$ cat config.mk
export PLATFORM = sky130hd
export DESIGN_NAME = spi_master_ctrl
export DESIGN_NICKNAME = d
export VERILOG_FILES = /design/src/rtl/spi_master_ctrl.sv
export SDC_FILE = /design/constraint.sdc
export NUM_CORES = 1
export LEC_CHECK = 0
export CAP_MARGIN = 25
export CORE_ASPECT_RATIO = 1.75
export CORE_MARGIN = 4
export CORE_UTILIZATION = 67
export CTS_CLUSTER_SIZE = 30
export DETAILED_ROUTE_END_ITERATION = 8
export DONT_BUFFER_PORTS = 1
export PLACE_DENSITY = 0.92
export SLEW_MARGIN = 0
export SYNTH_ARGS = -nofsm -noshare
export SYNTH_HDL_FRONTEND = slang
export SYNTH_SLANG_ARGS = --single-unit
$ cat constraint.sdc
create_clock -name clk -period 5.31 [get_ports clk]
set_input_delay 0 -clock clk [delete_from_list [all_inputs] [get_ports clk]]
set_output_delay 0 -clock clk [all_outputs]
set_load 0.01 [all_outputs]
$ cat src/rtl/spi_master_ctrl.sv
// spi_master_ctrl: SPI mode-0 master that runs one {we, addr[6:0]} command
// byte plus one data byte per host request, matching the frame format of the
// SPI-to-Wishbone slave bridge. Read data is returned with a one-cycle done_o.
// Build option: define SPI_MASTER_QUEUE_EN to add a one-entry pending request
// slot, so a request can be taken while a frame is still running.
module spi_master_ctrl #(
    parameter int unsigned CLK_DIV = 4,
    parameter int unsigned GAP_CYC = 16
) (
    input  logic       clk,
    input  logic       reset,
    input  logic       req_i,
    input  logic       req_we_i,
    input  logic [6:0] req_addr_i,
    input  logic [7:0] req_data_i,
    output logic       req_rdy_o,
    output logic       busy_o,
    output logic       done_o,
    output logic [7:0] rd_data_o,
    output logic       spi_sck,
    output logic       spi_mosi,
    input  logic       spi_miso,
    output logic       spi_ss
);

    localparam int unsigned CNT_MAX = (GAP_CYC > 2 * CLK_DIV) ? GAP_CYC : 2 * CLK_DIV;
    localparam int unsigned CW      = $clog2(CNT_MAX + 1);
    // SS_SETUP loads CLK_DIV (not CLK_DIV-1): the first cycle after acceptance
    // still has ss high, then ss is low for CLK_DIV cycles before the first rise.
    localparam logic [CW-1:0] SETUP_LD = CW'(CLK_DIV);
    localparam logic [CW-1:0] HALF_LD  = CW'(CLK_DIV - 1);
    localparam logic [CW-1:0] GAP_LD   = CW'(GAP_CYC - 1);
    localparam logic [CW-1:0] SSI_LD   = CW'(2 * CLK_DIV - 1);

    typedef enum logic [2:0] {
        IDLE, SS_SETUP, SHIFT_CMD, GAP, SHIFT_DATA, SS_HOLD, SS_IDLE, DONE
    } state_t;

    state_t        state_q;
    logic [CW-1:0] cnt_q;
    logic [2:0]    bit_q;
    logic [15:0]   tx_q;
    logic [7:0]    rx_q;
    logic          we_q;
    logic          ss_q;
    logic          sck_q;
    logic          mosi_q;
    logic          busy_q;
    logic          done_q;
    logic          rdy_q;
    logic [7:0]    rd_data_q;

`ifdef SPI_MASTER_QUEUE_EN
    logic          pend_valid_q;
    logic [15:0]   pend_frame_q;
`endif

    logic          accept_d;
    logic          launch_d;
    logic [15:0]   req_frame_d;
    logic [15:0]   frame_d;

    // Request acceptance and selection of the frame to launch next
    always_comb begin
        accept_d    = req_i && rdy_q;
        req_frame_d = {req_we_i, req_addr_i, req_we_i ? req_data_i : 8'h00};
        frame_d     = req_frame_d;
        launch_d    = (state_q == IDLE) && accept_d;
`ifdef SPI_MASTER_QUEUE_EN
        if (pend_valid_q) begin
            frame_d  = pend_frame_q;
            launch_d = (state_q == IDLE) || (state_q == DONE);
        end
`endif
    end

    // Frame sequencer: phase timing, shift registers and all registered outputs
    always_ff @(posedge clk) begin
        if (reset) begin
            state_q   <= IDLE;
            cnt_q     <= '0;
            bit_q     <= '0;
            tx_q      <= '0;
            rx_q      <= '0;
            we_q      <= 1'b0;
            ss_q      <= 1'b1;
            sck_q     <= 1'b0;
            mosi_q    <= 1'b0;
            busy_q    <= 1'b0;
            done_q    <= 1'b0;
            rdy_q     <= 1'b1;
            rd_data_q <= '0;
`ifdef SPI_MASTER_QUEUE_EN
            pend_valid_q <= 1'b0;
            pend_frame_q <= '0;
`endif
        end else begin
            done_q <= 1'b0;
            if (cnt_q != '0) cnt_q <= cnt_q - CW'(1);
            case (state_q)
                IDLE, DONE: begin
                    if (launch_d) begin
                        state_q <= SS_SETUP;
                        cnt_q   <= SETUP_LD;
                        tx_q    <= frame_d;
                        we_q    <= frame_d[15];
                        bit_q   <= '0;
                        busy_q  <= 1'b1;
                    end else begin
                        state_q <= IDLE;
                        busy_q  <= 1'b0;
                    end
`ifndef SPI_MASTER_QUEUE_EN
                    rdy_q <= !launch_d;
`endif
                end
                SS_SETUP: begin
                    ss_q   <= 1'b0;
                    mosi_q <= tx_q[15];
                    if (cnt_q == '0) begin
                        state_q <= SHIFT_CMD;
                        sck_q   <= 1'b1;
                        rx_q    <= {rx_q[6:0], spi_miso};
                        cnt_q   <= HALF_LD;
                    end
                end
                SHIFT_CMD, SHIFT_DATA: begin
                    if (cnt_q == '0) begin
                        if (sck_q) begin
                            sck_q  <= 1'b0;
                            tx_q   <= {tx_q[14:0], 1'b0};
                            mosi_q <= tx_q[14];
                            cnt_q  <= HALF_LD;
                        end else if (bit_q == 3'd7) begin
                            bit_q <= '0;
                            if (state_q == SHIFT_CMD) begin
                                state_q <= GAP;
                                cnt_q   <= GAP_LD;
                                rx_q    <= '0;
                            end else begin
                                state_q <= SS_HOLD;
                                cnt_q   <= HALF_LD;
                            end
                        end else begin
                            bit_q <= bit_q + 3'd1;
                            sck_q <= 1'b1;
                            rx_q  <= {rx_q[6:0], spi_miso};
                            cnt_q <= HALF_LD;
                        end
                    end
                end
                GAP: begin
                    if (cnt_q == '0) begin
                        state_q <= SHIFT_DATA;
                        sck_q   <= 1'b1;
                        rx_q    <= {rx_q[6:0], spi_miso};
                        cnt_q   <= HALF_LD;
                    end
                end
                SS_HOLD: begin
                    if (cnt_q == '0) begin
                        state_q <= SS_IDLE;
                        ss_q    <= 1'b1;
                        cnt_q   <= SSI_LD;
                    end
                end
                SS_IDLE: begin
                    if (cnt_q == '0) begin
                        state_q <= DONE;
                        done_q  <= 1'b1;
                        if (!we_q) rd_data_q <= rx_q;
                    end
                end
                default: state_q <= IDLE;
            endcase
`ifdef SPI_MASTER_QUEUE_EN
            // A request that cannot start immediately waits in the slot;
            // the slot only accepts when empty, so store and take never collide.
            if (accept_d && (state_q != IDLE)) begin
                pend_valid_q <= 1'b1;
                pend_frame_q <= req_frame_d;
                rdy_q        <= 1'b0;
            end else if (pend_valid_q && launch_d) begin
                pend_valid_q <= 1'b0;
                rdy_q        <= 1'b1;
            end
`endif
        end
    end

    assign req_rdy_o = rdy_q;
    assign busy_o    = busy_q;
    assign done_o    = done_q;
    assign rd_data_o = rd_data_q;
    assign spi_sck   = sck_q;
    assign spi_mosi  = mosi_q;
    assign spi_ss    = ss_q;

endmodule

==> results of run 1 <==
[synthesized netlist by cell type, types with 2 or more instances]
library cell  instances
a21oi_1              45
nand2b_1             10
a31oi_1               2
buf_1                 2
o21bai_1              2
xor2_1                2
dfxtp_1              50
nand3_1              15
mux2i_1               9
or4_1                 2
clkbuf_1             17
nor3_1                3
nand2_1              38
buf_2                 3
nor4_1                2
nand4_1               3
or3_1                 3
nor2_1               26
xnor2_1               2
ha_1                  4
a2111oi_0             3
o21ai_0               3
a221oi_1             16
inv_1                 4
a211oi_1              2
[registers in the layout (all words and copies together) (netlist names), 3 cells and up]
signal	cells
cnt_q	5
rx_q	8
bit_q	3
rd_data_o	8
tx_q	16
state_q	3
[worst max-delay path, delay by kind of cell, from the launching register on]
family	cells	cell delay [ns]
AO/OA/AOI/OAI	1	0.21
AND/OR/NAND/NOR	2	1.43
flip-flops	1	0.67
XOR/XNOR	1	0.54
[report_power, final]
| group | switching (mW) | internal, mW | total [mW] |
|---|---|---|---|
| Combinational | 0.251 | 0.168 | 0.419 |
| Clock | 0.125 | 0.105 | 0.229 |
| Sequential | 0.0808 | 0.442 | 0.523 |
| Total | 0.456 | 0.715 | 1.17 |
[path summary, 6_finish.rpt]
kind	cells after the start	slack (ns)	endpoint	start
min reg2reg	2	0.47	rd_data_o[7]	rx_q[7]
max reg2reg	4	2.30	tx_q[9]	state_q[1]
min	2	0.002	tx_q[11]	req_addr_i[3]
max	4	2.30	tx_q[9]	state_q[1]
[layout make-up]
class,instances,area [µm²]
clock buffers,6,82.58
clock inverters,2,12.51
fillers,259,833.3
inverters,5,18.77
multi-input cells,204,1211
flip-flops and latches,50,1001
well taps,45,56.30
repair buffers,14,147.6
[stage by stage]
step                total power [mW]  utilization, %  cell area (µm²)  hold slack (ns)  setup WS, ns
global placement              0.9058           68.01             2287          0.07571         2.511
finish                         1.171           75.22             2530         0.001586         2.299
CTS                            1.167           75.22             2530         0.005491         2.371
global route                   1.252           75.22             2530          0.06503         1.989
detailed placement            0.9232           68.23             2295          0.07654         2.370
floorplan                     0.8508               -             2317           0.1519         3.203
[cell families after synthesis]
group	count (synthesis)	synth area share [%]
multiplexers	9	3.888
buffers and inverters	27	4.535
adder cells (fa/ha/maj)	5	2.592
flip-flops	50	43.20
AND/OR/NAND/NOR	108	22.79
XOR/XNOR	4	1.512
AO/OA/AOI/OAI	78	21.49
[metal layers]
layer	share of wire, %	GRT usage (%)	up-vias
li1	-	-	1012
met1	37	27.24	980
met2	55	44.80	65
met3	4.7	4.696	16
met4	3.0	13.95	0
met5	0	0	-
==> results_dict.tcl, run 1 <==
set metrics [dict create \
    clk_latency_ns 0.31 \
    drive_gt1_share_pct 5.694 \
    antenna_left 0 \
    die_w_um 52.46 \
    area_delta_synth_final_pct 9.179 \
    setup_viol 0 \
    power.leakage_nw 0.9222 \
    place_congestion 0.8121 \
    final_cells 326 \
    wl_per_cell_um 16.06 \
    grt_usage_pct 25.40 \
    drcViolationCount 0 \
    crit_path_end_kind "register" \
    post_cts_buffers 0 \
    clockBufferDepth 2 \
    ys_ff_latch 50 \
    yosysTopAreaCell "dfxtp_1" \
    cts_sinks 50 \
    final.setup.tns_ns 0 \
    netlist_area_mm2 0.002317 \
    grt_pass1_wl_mm 8.735 \
    viasPerCell 6.359 \
    ir_drop_uv 365.2 \
    die-height_um 85.80 \
    htreeDepth 2 \
    cp_max_fo 19 \
    fmax_mhz 332.2 \
    grt_setup_unrepaired "no" \
    cts_buffers 5 \
    fin_nets 304 \
    synthTopCellsByArea "dfxtp_1 (43%), a21oi_1 (9.7%), nand2_1 (6.2%)" \
    worstMarginPinSlew_ns 0.8583 \
    row_count 28 \
    required_ns 5.47 \
    netlist.area_leader.share_pct 43.20 \
    dp_hpwl_mm 3.528 \
    cts_hold_buf 13 \
    first_global_vias 1987 \
    synth_fp_nets 305 \
    routed_wl_mm 5.237 \
    gr-total-overflow 0 \
    start_util_pct 68.90 \
    drt_iter0_drc 89 \
    synth_edf_count 0 \
    cts.repair.resized 0 \
    fin_skew_ns 0.009817 \
    antenna_found_initial 0 \
    place_inst 305 \
    cp-start-kind "register" \
    async_flop_share_pct 0 \
    synth_cell_type_count 38 \
    maxSlewHeadroom_pct 42.78 \
    min_period_ns 3.011 \
    portBuffers 0 \
    final_common_cell "dfxtp_1" \
    hold_path.class "in2reg" \
    final_cell_mix "dfxtp_1 (50), a21oi_1 (45), nand2_1 (38)" \
    ys_warn_count 0 \
    clk_pin_slew_ns 0.09 \
    pwr_density_cell_mw_per_mm2 463.1 \
    worstPathArrival_ns 3.17 \
    first_pass_iters 4 \
    tritoncts "yes" \
    post-route-period-util_pct 56.70 \
    io_pins 34 \
    syn_area_per_cell_um2 8.246 \
    status "finished clean" \
    critPathMaxStageDelay_ns 0.73 \
    dieArea_mm2 0.004500 \
    diodes 0 \
    hold_viol 0 \
    num_vias 2073 \
    cts_root_buffer "clkbuf_8" \
    crit_chain "xor2_1, nand4_1, nand2_1, a221oi_1" \
    yosysSeqAreaShare_pct 43.20 \
    synth_ff_type "dfxtp_1" \
    cap_violations 0 \
    grt_max_degree 52 \
    syn_inst 281 \
    coreArea_mm2 0.003363 \
    slew_violations 0 \
    crit_path_top_delay_cell "nand4_1" \
    critical_path_class "reg2reg" \
]
No activity file was read; power rests on OpenSTA's default activity.
==> run 2: changes to the inputs <==
ABC_AREA = 1   (was not set)
CORE_UTILIZATION = 56   (was 67)
PLACE_DENSITY = 0.83   (was 0.92)
clock period = 2.76 ns   (was 5.31 ns; I/O delays follow)
==> results_dict.tcl, run 2 <==
set metrics [dict create \
    status "finished clean" \
    syn_area_per_cell_um2 6.901 \
    final_cell_mix "nand2_1 (91), nor2_1 (58), dfxtp_1 (50)" \
    crit_family "simple AND/OR/NAND/NOR gates" \
    post_cts_buffers 0 \
    slew_violations 0 \
    die_w_um 58 \
    yosysMostFrequentCell "nand2_1" \
    post-route-period-util_pct 74.06 \
    place_congestion 0.8707 \
    crit_path_end_kind "register" \
    synth_xor_area_share_pct 0.7150 \
    cap_violations 0 \
    cts_root_buffer "clkbuf_8" \
    grt_pass1_wl_mm 8.562 \
    cts_hold_buf 18 \
    io_pins 34 \
    drcViolationCount 0 \
    routed_wl_mm 5.241 \
    first_global_vias 2026 \
    cp_max_fo 21 \
    cp-start-kind "register" \
    tritoncts "yes" \
    r2r_start "state_q[0]" \
    utilization_pct 63.86 \
    required_ns 2.96 \
    worstPathArrival_ns 2.24 \
    cts_buffers 5 \
    drive_gt1_share_pct 7.629 \
    cts.repair.resized 0 \
    htreeDepth 2 \
    fin_nets 390 \
    r2r-end "tx_q[10]" \
    dieArea_mm2 0.005539 \
    hold_path.class "in2reg" \
    critPathMaxStageDelay_ns 0.51 \
    synth_edf_count 0 \
    synth_ff_type "dfxtp_1" \
    synth_fp_nets 379 \
    largest-register "tx_q" \
    num-fill-cells 379 \
    synth_top_family_by_area "simple AND/OR/NAND/NOR gates" \
    maxSlewHeadroom_pct 31.05 \
    hold_viol 0 \
    async_flop_share_pct 0 \
    viasPerCell 5.274 \
    row_count 31 \
    cp-endpoint "tx_q[10]" \
    clk_latency_ns 0.31 \
    die-height_um 95.50 \
    final_common_cell "nand2_1" \
    rr_worst_depth 9 \
    synth_cell_type_count 29 \
    muxShareOfSynthArea_pct 0 \
    synthTopCellsByArea "dfxtp_1 (41%), nand2_1 (14%), nor2_1 (8.9%)" \
    dp_hpwl_mm 3.576 \
    largest_register_ffs 16 \
    critical_path_class "reg2reg" \
    netlist.area_leader.share_pct 40.86 \
    final.setup.tns_ns 0 \
    fin_skew_ns 0.01324 \
    netlist_area_mm2 0.002450 \
    clk_pin_slew_ns 0.10 \
    cts_sinks 50 \
    antenna_found_initial 0 \
    yosysTopAreaCell "dfxtp_1" \
    cpMostUsedCell "nand2_1" \
    grt_setup_unrepaired "no" \
    drt_iter0_drc 82 \
    portBuffers 0 \
    worst-r2r-setup-slack_ns 0.72 \
    synth_common_cells "nand2_1 (91), nor2_1 (58), dfxtp_1 (50)" \
    synth_fa_ha_area_share_pct 2.043 \
    synth-simple-area-share_pct 32.18 \
    wl_per_cell_um 12.60 \
    power.leakage_nw 1.189 \
    cp-startpoint "state_q[0]" \
    min_period_ns 2.044 \
    ir_drop_uv 717.9 \
    ys_ff_latch 50 \
    min_from "req_addr_i[0]" \
    area_delta_synth_final_pct 9.193 \
    worstMarginPinSlew_ns 1.033 \
    pwr_density_cell_mw_per_mm2 1119 \
    fin_total_pwr_mw 2.993 \
    first_pass_iters 4 \
    grt_max_degree 40 \
    fmax_mhz 489.2 \
    syn_inst 355 \
    place_inst 390 \
    synth_compound_area_share_pct 14.35 \
    yosysSeqAreaShare_pct 40.86 \
    setup_viol 0 \
    grt_usage_pct 19.59 \
    diodes 0 \
    num_vias 2194 \
    antenna_left 0 \
    ys_warn_count 0 \
    crit_chain "inv_1, nand2_1, nand2_1, nand2_2, nand2_1, nand2_2, inv_2, nor2_1, nor2_1" \
    start_util_pct 58.48 \
    worstSetupPathDepth 9 \
    crit_path_top_delay_cell "dfxtp_1" \
    coreArea_mm2 0.004189 \
    clockBufferDepth 2 \
    gr-total-overflow 0 \
    final_cells 416 \
    path_buf_inv 2 \
]
[run 2: cell types whose count changed in the layout (fill, tap and decap cells not counted), moves of 9 or more]
cell      delta
a221oi_1    -16
o21ai_0     +33
nor2_1      +32
a21oi_1     -22
mux2i_1      -9
nand2_1     +53
inv_1       +25
nand2b_1    -10
[run 2: logic make-up (layout without fill, tap and decap cells)]
group,after synthesis,after routing
xor+xnor,2,2
flops,50,50
buf+inv,48,60
simple gates,184,184
compound gates,67,67
fa+ha+maj,4,4
[run 2: layout make-up]
class | count | area, µm² | area share [%]
clock inverters | 3 | 21.27 | 0.7951
clock buffers | 5 | 68.82 | 2.572
inverters | 32 | 120.1 | 4.490
repair buffers | 20 | 195.2 | 7.297
well taps | 49 | 61.31 | 2.292
multi-input cells | 257 | 1207 | 45.14
flip-flops and latches | 50 | 1001 | 37.42
[run 2: power by group]
group          internal [mW]  leakage [nW]  total [mW]  switching, mW
Sequential             0.973         0.410        1.15          0.173
Combinational          0.490         0.734        1.42          0.934
Clock                  0.178        0.0441       0.423          0.245
[run 2: how the worst min path moves through the flow]
stage / endpoint / slack (ns) / cells past startpoint
finish: tx_q[8] / 0.02 / 4
global route: tx_q[8] / 0.04 / 4
CTS: tx_q[8] / 0.004 / 4
detailed placement: state_q[0] / 0.07 / 1
global placement: busy_o / 0.07 / 1
floorplan: we_q / 0.19 / 2
[run 2: worst reg2reg max path: stages (launching register included)]
cell and delay [ns]:
dfxtp_1 0.51, inv_1 0.14, nand2_1 0.10, nand2_1 0.07
nand2_2 0.29, nand2_1 0.14, nand2_2 0.30, inv_2 0.17
nor2_1 0.15, nor2_1 0.07
[run 2: metal layers]
metal | wire (µm) | global-route usage (%) | vias to the layer above
li1 | - | - | 1144
met1 | 2216 | 22.00 | 1008
met2 | 2778 | 35.19 | 35
met3 | 148 | 3.523 | 7
met4 | 98 | 8.704 | 0
met5 | 0 | 0 | -
[run 2: through the flow]
step	hold slack (ns)	area [µm²]	setup slack (ns)
floorplan	0.1922	2450	1.198
global placement	0.07094	2405	0.8376
detailed placement	0.07344	2405	0.7746
CTS	0.003698	2675	0.7416
global route	0.04460	2675	0.5323
finish	0.01909	2675	0.7161
==> run 3: changes to the inputs <==
CORE_UTILIZATION = 62   (was 56)
PLACE_DENSITY = 0.87   (was 0.83)
clock period = 1.96 ns   (was 2.76 ns; I/O delays follow)
==> results_dict.tcl, run 3 (synthesized netlist as in run 2, its figures left out) <==
set metrics [dict create \
    required_ns 2.17 \
    multi_input_area_mm2 0.001207 \
    routed_wl_mm 5.355 \
    fin_skew_ns 0.008586 \
    worst-r2r-setup-slack_ns 0.21 \
    gr-total-overflow 0 \
    hold_viol 0 \
    r2r_start "state_q[0]" \
    cap_violations 0 \
    first_pass_iters 4 \
    viasPerCell 5.383 \
    final_common_cell "nand2_1" \
    crit_chain "inv_1, nand3_2, nand2_4, nand2_1, nand2_2, nor2_2, nand2_1, nand2_1, nor2_1" \
    crit_path_top_delay_cell "dfxtp_1" \
    setup_viol 0 \
    post_cts_buffers 0 \
    place_congestion 0.8582 \
    cpMostUsedCell "nand2_1" \
    drt_iter0_drc 87 \
    cp-endpoint "rx_q[6]" \
    fin_nets 393 \
    dieArea_mm2 0.005060 \
    fmax_mhz 573.0 \
    portBuffers 0 \
    status "finished clean" \
    cts_sinks 50 \
    cp_max_fo 15 \
    dp_slack_ns 0.2161 \
    maxSlewHeadroom_pct 64.14 \
    pwr_density_cell_mw_per_mm2 1613 \
    cp-startpoint "state_q[0]" \
    cts_buffers 5 \
    drcViolationCount 0 \
    clk_pin_slew_ns 0.09 \
    largest_register_ffs 16 \
    slew_violations 0 \
    io_pins 34 \
    r2r-end "rx_q[6]" \
    wl_per_cell_um 12.81 \
    area_delta_synth_final_pct 11.24 \
    hold_slack_ns 0.04028 \
    num_vias 2250 \
    drive_gt1_share_pct 7.838 \
    grt_usage_pct 23.00 \
    num-fill-cells 336 \
    post-route-period-util_pct 89.04 \
    worstMarginPinSlew_ns 0.5373 \
    hold_path.class "in2reg" \
    antenna_left 0 \
    ir_drop_uv 1065 \
    min_period_ns 1.745 \
    cp-start-kind "register" \
    row_count 30 \
    grt_pass1_wl_mm 9.439 \
    fin_ws_ns 0.2149 \
    diodes 0 \
    largest-register "tx_q" \
    final_cell_mix "nand2_1 (91), nor2_1 (58), dfxtp_1 (50)" \
    grt_setup_unrepaired "no" \
    crit_path_end_kind "register" \
    start_util_pct 63.99 \
    first_global_vias 2188 \
    die_w_um 55.52 \
    worstPathArrival_ns 1.96 \
    critPathMaxStageDelay_ns 0.52 \
    coreArea_mm2 0.003829 \
    cts_root_buffer "clkbuf_8" \
    tritoncts "yes" \
    dp_hpwl_mm 3.672 \
    die-height_um 91.16 \
    regArea_mm2 0.001001 \
    critical_path_class "reg2reg" \
    htreeDepth 2 \
    place_area_mm2 0.002439 \
    grt_max_degree 26 \
    design_area_mm2 0.002725 \
    utilization_pct 71.18 \
    final.setup.tns_ns 0 \
    clk_latency_ns 0.30 \
    antenna_found_initial 0 \
    rr_worst_depth 9 \
    clockBufferDepth 2 \
    power.leakage_nw 1.215 \
]
## run 3: cell type report
type                       instances  area share [%]
timing repair buffer              23           8.448
inverter                          32           4.408
clock inverter                     1           1.102
clock buffer                       7           2.801
sequential                        50           36.73
multi-input combinational        257           44.31
tap                               48           2.204
## run 3: critical path, delay by kind of cell (launching register included)
kind	cells	cell delay (ns)
AND/OR/NAND/NOR	8	1.00
buffers and inverters	1	0.14
flip-flops	1	0.52
## run 3: timing repair
action	in CTS	in global routing
hold buffers	18	0
endpoints found under the setup margin	0	4
gates resized for setup	0	2
endpoints found under the hold margin	25	0
## run 3: power by group
part	internal, mW	switching, mW
sequential	1.37	0.259
clock	0.382	0.330
combinational	0.733	1.32
total	2.49	1.91
## run 3: worst min path at each step
stage          startpoint    endpoint  slack [ns]  cells after the start
6_report            req_i        we_q        0.04                      3
5_1_grt             req_i      busy_o        0.05                      3
4_1_cts             req_i        we_q        0.03                      3
3_5_place_dp        reset  state_q[0]        0.07                      1
3_3_place_gp        reset  state_q[0]        0.07                      1
2_1_floorplan    req_we_i        we_q        0.19                      2
## run 3: metrics by stage
| stage | power (mW) | cells |
|---|---|---|
| global route | 4.823 | 418 |
| CTS | 4.388 | 418 |
| floorplan | 3.400 | 355 |
| finish | 4.395 | 418 |
| global placement | 3.559 | 392 |
| detailed placement | 3.645 | 392 |
## run 3: layer usage
layer / GRT usage [%] / vias up / wire, µm
met5: 0 / - / 0
met4: 10.95 / 0 / 81
met3: 5.121 / 5 / 277
met2: 41.60 / 61 / 2928
met1: 24.58 / 1036 / 2067
li1: - / 1148 / -
